<file path="config.mk">
export PLATFORM = sky130hd
export DESIGN_NAME = operand_serializer
export DESIGN_NICKNAME = d
export VERILOG_FILES = /design/src/rtl/operand_serializer_pkg.sv /design/src/rtl/piso_shift_reg.sv /design/src/rtl/operand_serializer.sv
export SDC_FILE = /design/constraint.sdc
export NUM_CORES = 1
export LEC_CHECK = 0
export ABC_AREA = 1
export BUFFER_PORTS_ARGS = -buffer_cell sky130_fd_sc_hd__buf_2
export CORE_MARGIN = 2
export CORE_UTILIZATION = 56
export DETAILED_ROUTE_END_ITERATION = 8
export GPL_TIMING_DRIVEN = 0
export PLACE_DENSITY = 0.83
export SYNTH_ARGS = -nofsm -noshare
export SYNTH_HDL_FRONTEND = slang
export SYNTH_SLANG_ARGS = --single-unit
</file>
<file path="constraint.sdc">
create_clock -name clk -period 2.9 [get_ports clk]
set_clock_uncertainty 0.2 [all_clocks]
set_input_delay 0.58 -clock clk [delete_from_list [all_inputs] [get_ports clk]]
set_output_delay 0.58 -clock clk [all_outputs]
set_load 0.03 [all_outputs]
</file>
<file path="src/rtl/operand_serializer_pkg.sv">
// Shared types and constants for the bit-serial operand feeder.
package operand_serializer_pkg;

    typedef enum logic {
        SER_IDLE,
        SER_SHIFT
    } ser_state_t;

    localparam int unsigned SER_WIDTH = 8;

    function automatic int unsigned ser_cnt_width(input int unsigned width);
        return $clog2(width);
    endfunction

endpackage

</file>
<file path="src/rtl/piso_shift_reg.sv">
// Parallel-load, shift-right register; the serial output is the current LSB.
module piso_shift_reg #(
    parameter int unsigned WIDTH = 8
) (
    input  logic             clk,
    input  logic             rst,
    input  logic             load,
    input  logic             shift,
    input  logic [WIDTH-1:0] din,
    output logic             ser_out
);

    logic [WIDTH-1:0] data_q;
    logic [WIDTH-1:0] data_d;

    // Load wins over shift so a new operand can replace the last bit in one edge.
    always_comb begin
        data_d = data_q;
        if (load) begin
            data_d = din;
        end else if (shift) begin
            data_d = {1'b0, data_q[WIDTH-1:1]};
        end
    end

    always_ff @(posedge clk or negedge rst) begin
        if (!rst) begin
            data_q <= '0;
        end else begin
            data_q <= data_d;
        end
    end

    assign ser_out = data_q[0];

endmodule

</file>
<file path="src/rtl/operand_serializer.sv">
// Parallel-in, serial-out operand feeder for the serial full adder, LSB first.
// Define SERIALIZER_AUTO_RELOAD_EN to accept the next pair on the last-bit cycle.
module operand_serializer
    import operand_serializer_pkg::*;
#(
    parameter int unsigned WIDTH = SER_WIDTH
) (
    input  logic             clk,
    input  logic             rst,
    input  logic             load_valid,
    output logic             load_ready,
    input  logic [WIDTH-1:0] a_in,
    input  logic [WIDTH-1:0] b_in,
    input  logic             cin_in,
    output logic             bit_valid,
    input  logic             bit_ready,
    output logic             a_bit,
    output logic             b_bit,
    output logic             carry_bit,
    output logic             bit_first,
    output logic             bit_last,
    output logic             busy
);

    localparam int unsigned CW = ser_cnt_width(WIDTH);
    localparam logic [CW-1:0] LAST_IDX = CW'(WIDTH - 1);

    ser_state_t    state_q, state_d;
    logic [CW-1:0] count_q, count_d;
    logic          cin_q, cin_d;
    logic          shifting;
    logic          load_fire;
    logic          shift_fire;
    logic          done;

    assign shifting   = (state_q == SER_SHIFT);
    assign bit_first  = shifting && (count_q == '0);
    assign bit_last   = shifting && (count_q == LAST_IDX);
    assign done       = bit_last && bit_ready;
    assign shift_fire = shifting && bit_ready;

`ifdef SERIALIZER_AUTO_RELOAD_EN
    assign load_ready = (state_q == SER_IDLE) || done;
`else
    assign load_ready = (state_q == SER_IDLE);
`endif

    assign load_fire = load_valid && load_ready;
    assign bit_valid = shifting;
    assign busy      = shifting;
    assign carry_bit = bit_first && cin_q;

    always_comb begin
        state_d = state_q;
        unique case (state_q)
            SER_IDLE: begin
                if (load_fire) begin
                    state_d = SER_SHIFT;
                end
            end
            SER_SHIFT: begin
                if (done) begin
                    state_d = load_fire ? SER_SHIFT : SER_IDLE;
                end
            end
            default: state_d = SER_IDLE;
        endcase
    end

    // Counter parks at the last index after completion; bit_last is gated by state.
    always_comb begin
        count_d = count_q;
        cin_d   = cin_q;
        if (load_fire) begin
            count_d = '0;
            cin_d   = cin_in;
        end else if (shift_fire && !bit_last) begin
            count_d = count_q + 1'b1;
        end
    end

    always_ff @(posedge clk or negedge rst) begin
        if (!rst) begin
            state_q <= SER_IDLE;
            count_q <= '0;
            cin_q   <= 1'b0;
        end else begin
            state_q <= state_d;
            count_q <= count_d;
            cin_q   <= cin_d;
        end
    end

    piso_shift_reg #(
        .WIDTH (WIDTH)
    ) u_shift_a (
        .clk     (clk),
        .rst     (rst),
        .load    (load_fire),
        .shift   (shift_fire),
        .din     (a_in),
        .ser_out (a_bit)
    );

    piso_shift_reg #(
        .WIDTH (WIDTH)
    ) u_shift_b (
        .clk     (clk),
        .rst     (rst),
        .load    (load_fire),
        .shift   (shift_fire),
        .din     (b_in),
        .ser_out (b_bit)
    );

endmodule

</file>
After elaboration in Yosys (flattened, before gate mapping)
Cells that the tools add are included.
{ "op_classes": {"n_eq_ne": 1, "n_addsub": 1, "n_mux": 9, "n_bitwise": 1, "reduce_logical": 11} }
{ "ops": {"columns": ["cell", "count"], "rows": [
  ["$mux 8", 4],
  ["$logic_and 1x1->1", 7],
  ["$mux 3", 2],
  ["$reduce_bool 2->1", 2],
  ["$add 3x1->3 const B", 1],
  ["$eq 3x3->1 const B", 1],
  ["$logic_not 3->1", 1],
  ["$mux 1", 2],
  ["$pmux 1 s2", 1],
  ["$logic_not 1->1", 1],
  ["$not 1->1", 1]
]} }
{ "totals": {"regBits": 21, "elab_cells": 28, "input_bits": 21, "output_inout_bits": 8} }

Longest topological paths before layout
{ "logic_depth": {"ltp_word": 6, "ltp_mapped": 7, "depth_no_buf": 6} }

By module
A second synthesis with hierarchy kept.
{ "unflattened": {"cells_unflattened": 124, "area_unflattened_um2": 1072.3} }
{ "by_module_without_submodules": {"columns": ["module", "instances", "seq_area_each_um2", "area_each_um2", "cells_per_inst"], "rows": [
  ["piso_shift_reg", 2, 200.2, 376.6, 43],
  ["operand_serializer", 1, 125.1, 319.1, 38]
]} }

Least setup slack after synthesis
OpenSTA, ideal clock, no wires.
{ "synth_timing": {"kind": "register -> output", "startpoint": "reg state_q, in the netlist bit_valid", "endpoint": "out carry_bit", "n_path_buf": 0, "stages_incl_launch_ff": 5, "t_arrival_ns": 1.456, "required_time_ns": 2.120, "setup_slack_ns": 0.664, "path_cell_list": "dfrtp_1 > inv_4 > nor2_1 > nand2_1 > nor2_1"} }
{ "synth_via": {"elab_chain_len": 2} }
{ "synth_lines": {"columns": ["item", "line", "text"], "rows": [
  ["start: declaration", "operand_serializer.sv:28", "ser_state_t state_q, state_d;"],
  ["start signal: assignment", "operand_serializer.sv:88", "state_q <= state_d;"],
  ["$logic_and 1x1->1", "operand_serializer.sv:37", "assign bit_first = shifting && (count_q == '0);"],
  ["$logic_and 1x1->1", "operand_serializer.sv:51", "assign carry_bit = bit_first && cin_q;"],
  ["end: declaration", "operand_serializer.sv:19", "output logic carry_bit,"]
]} }
Every way passes these cells.

Worst setup path after layout
Same ends and word-level chain as after synthesis.

==> results by group <==
Power
  • Net Sw Frac: 0.415
  • Leakage: 0.819 nW
  • Tot Pwr: 1.08 mW
  • Peak supply drop: 0.436 mV
  • Pwr Density: 758 nW/µm²
  • Clk pwr share: 0.131
  • Combinational Power Share: 0.420
  • P_sw: 0.447 mW
  • Pint: 0.630 mW
  • Seq pwr share: 0.449

Yosys
  • Syn_nets: 187
  • Avg Cell Area, Syn: 7.49 µm²
  • Yosys top cell by area: dfrtp_1
  • Count of cell types in the netlist: 17
  • Synth Instances: 163
  • Seq/Total Area, Yosys: 0.430
  • Synth warn: 0
  • Yosys reg bits: 21
  • Area share of the largest cell type after synthesis: 0.430
  • Area contributors post-synth: dfrtp_1 43%, nand2_1 17%, inv_1 11%
  • Mapped Area: 1220 µm²

Finish
  • Nets: 220
  • FILL cells: 186
  • Share of cells above drive strength 1: 0.272
  • P&R area growth vs syn: 16.4%
  • Commonest non-fill, non-tap cell in the layout: nand2_1
  • Antenna cells: 0
  • Non-Filler Instances: 222
  • Most frequent cells in the layout: 55 x nand2_1, 36 x inv_1, 28 x buf_2

Clock network
  • TritonCTS buffer count: 3
  • Clock Sinks: 21
  • Post-CTS setup buffer count: 0
  • Post-cts gate resize count: 0
  • Htree depth: 1
  • Worst skew pair latency: 0.30 ns
  • CTS tree: built
  • Worst-path clk slew: 0.12 ns
  • # hold bufs at CTS: 0
  • Clock tree buffer depth: 2
  • Clk root buf: clkbuf_4

Status
  • Run status: complete, no violations

Timing
  • Fin. Hold Viols: 0
  • Worst slew margin: 0.682
  • Final Max Slew Viols: 0
  • Fmax: 0.451 GHz
  • Final worst slack: 0.681 ns
  • Unrepaired setup endpoints after global routing: false
  • Final min period: 2.22 ns
  • Worst slew pin tran: 0.476 ns
  • Setup TNS: 0 ns
  • Finish-stage setup viols: 0
  • Final period util: 0.765

Global route
  • Initial antenna violation count: 0
  • Total track usage: 0.203
  • Grt ovf: 0
  • Global route hottest layer: met2
  • Largest net degree at the start of global routing: 22
  • Met3 Usage GRT: 0.0268
  • Number of global-route vias before repair: 951
  • Global Route met2 Usage: 0.331
  • First-pass GRT wire length: 3.95 mm
  • Met1 Track Usage GR: 0.271

Drt
  • Routed WL per cell: 10.0 µm
  • Number of remaining DRC errors: 0
  • DRT iter0 DRCs: 9
  • Post-route ant nets: 0
  • DR vias: 1018
  • Post-DR vias/cell: 4.59
  • First-pass DRT Iterations: 4
  • Post-Route WL: 2.23 mm

Critical path
  • WP buf/inv: 2
  • Slowest CP cell: dfrtp_1
  • Most used cell along the critical path: nor2_1
  • Cell Chain, Critical Path: inv_4, nor2_1, nand2_1, nor2_1, buf_2
  • Req. time, crit path: 2.12 ns
  • Delay-heaviest family, CP: flip-flops
  • Worst Setup Start Kind: flop
  • Worst EP arrival: 1.44 ns
  • Max Fanout on Critical Path: 8
  • WS Path Type: reg2out
  • Crit. End Element: output port
  • Largest stage delay on the critical path: 0.60 ns

Die
  • DIE AREA: 2570 µm²
  • Die Wd: 50.7 µm
  • Num rows: 16
  • Core area: 2000 µm²
  • Die H: 50.7 µm
  • # IOs: 29
  • Initial Utilization: 0.610

Placement
  • Routability Congestion: 0.767
  • Port Buffers: 28
  • Inst Count DP: 218
  • Place WS: 1.02 ns
  • Placed wire-length estimate: 1.68 mm

Worst hold path
  • Tightest Hold Check Type: in2async

Flow run
  • Max_cap viols: 0
metal layers:
metal | share of wire | up-vias
li1 | - | 540
met1 | 0.47 | 456
met2 | 0.49 | 20
met3 | 0.035 | 2
met4 | 0.0054 | 0
met5 | 0 | -
Yosys cell counts, drive strengths merged:
master,count
ha,3
o21ai,17
o22ai,1
dfrtp,21
buf,5
inv,38
nand2,69
nor2,4
nand3,5
state kept, by name, summed over array words and instances (netlist names):
signal and count:
bit_valid 1, u_shift_b.data_q 8, cin_q 1, u_shift_a.data_q 8
count_q 3
through the flow:
step	hold WS (ns)	cell area, µm²	utilization
3_5_place_dp	0.265	1400	0.697
6_report	0.0165	1420	0.710
3_3_place_gp	0.259	1400	0.697
2_1_floorplan	0.0844	1220	-
4_1_cts	0.0312	1420	0.710
5_1_grt	0.0358	1420	0.710
worst paths after layout:
path                            depth (start not counted)             endpoint  slack, ns           startpoint
worst max-delay path                                    5            carry_bit       0.68            bit_valid
worst min-delay path                                    1  u_shift_b.data_q[4]       0.02                  rst
worst max register to register                          6           count_q[0]       1.35           count_q[0]
worst min register to register                          2  u_shift_a.data_q[2]       0.29  u_shift_a.data_q[2]
max in group asynchronous                               1            bit_valid       2.16                  rst
min in group clk                                        3  u_shift_b.data_q[7]       0.28              b_in[7]
cells by family after synthesis:
| kind of cell | synth area share |
|---|---|
| simple gates | 0.299 |
| buf+inv | 0.165 |
| flops | 0.430 |
| compound gates | 0.0748 |
| fa+ha+maj | 0.0307 |
power by group through the flow:
stage          combinational, mW  clock (mW)  sequential [mW]
2_1_floorplan              0.320           0            0.505
3_3_place_gp               0.441           0            0.483
3_5_place_dp               0.458           0            0.490
4_1_cts                    0.461       0.145            0.484
5_1_grt                    0.518       0.158            0.495
6_report                   0.452       0.142            0.484
cell type report:
cell class | instances | area (µm²) | share of cell area
Tap cell | 27 | 33.8 | 0.0238
Sequential cell | 21 | 526 | 0.370
Clock buffer | 4 | 26.3 | 0.0185
Buffer | 5 | 53.8 | 0.0379
Inverter | 38 | 148 | 0.104
Multi-Input combinational cell | 99 | 494 | 0.348
Timing Repair Buffer | 28 | 140 | 0.0986
No activity file was read; power rests on OpenSTA's default activity.
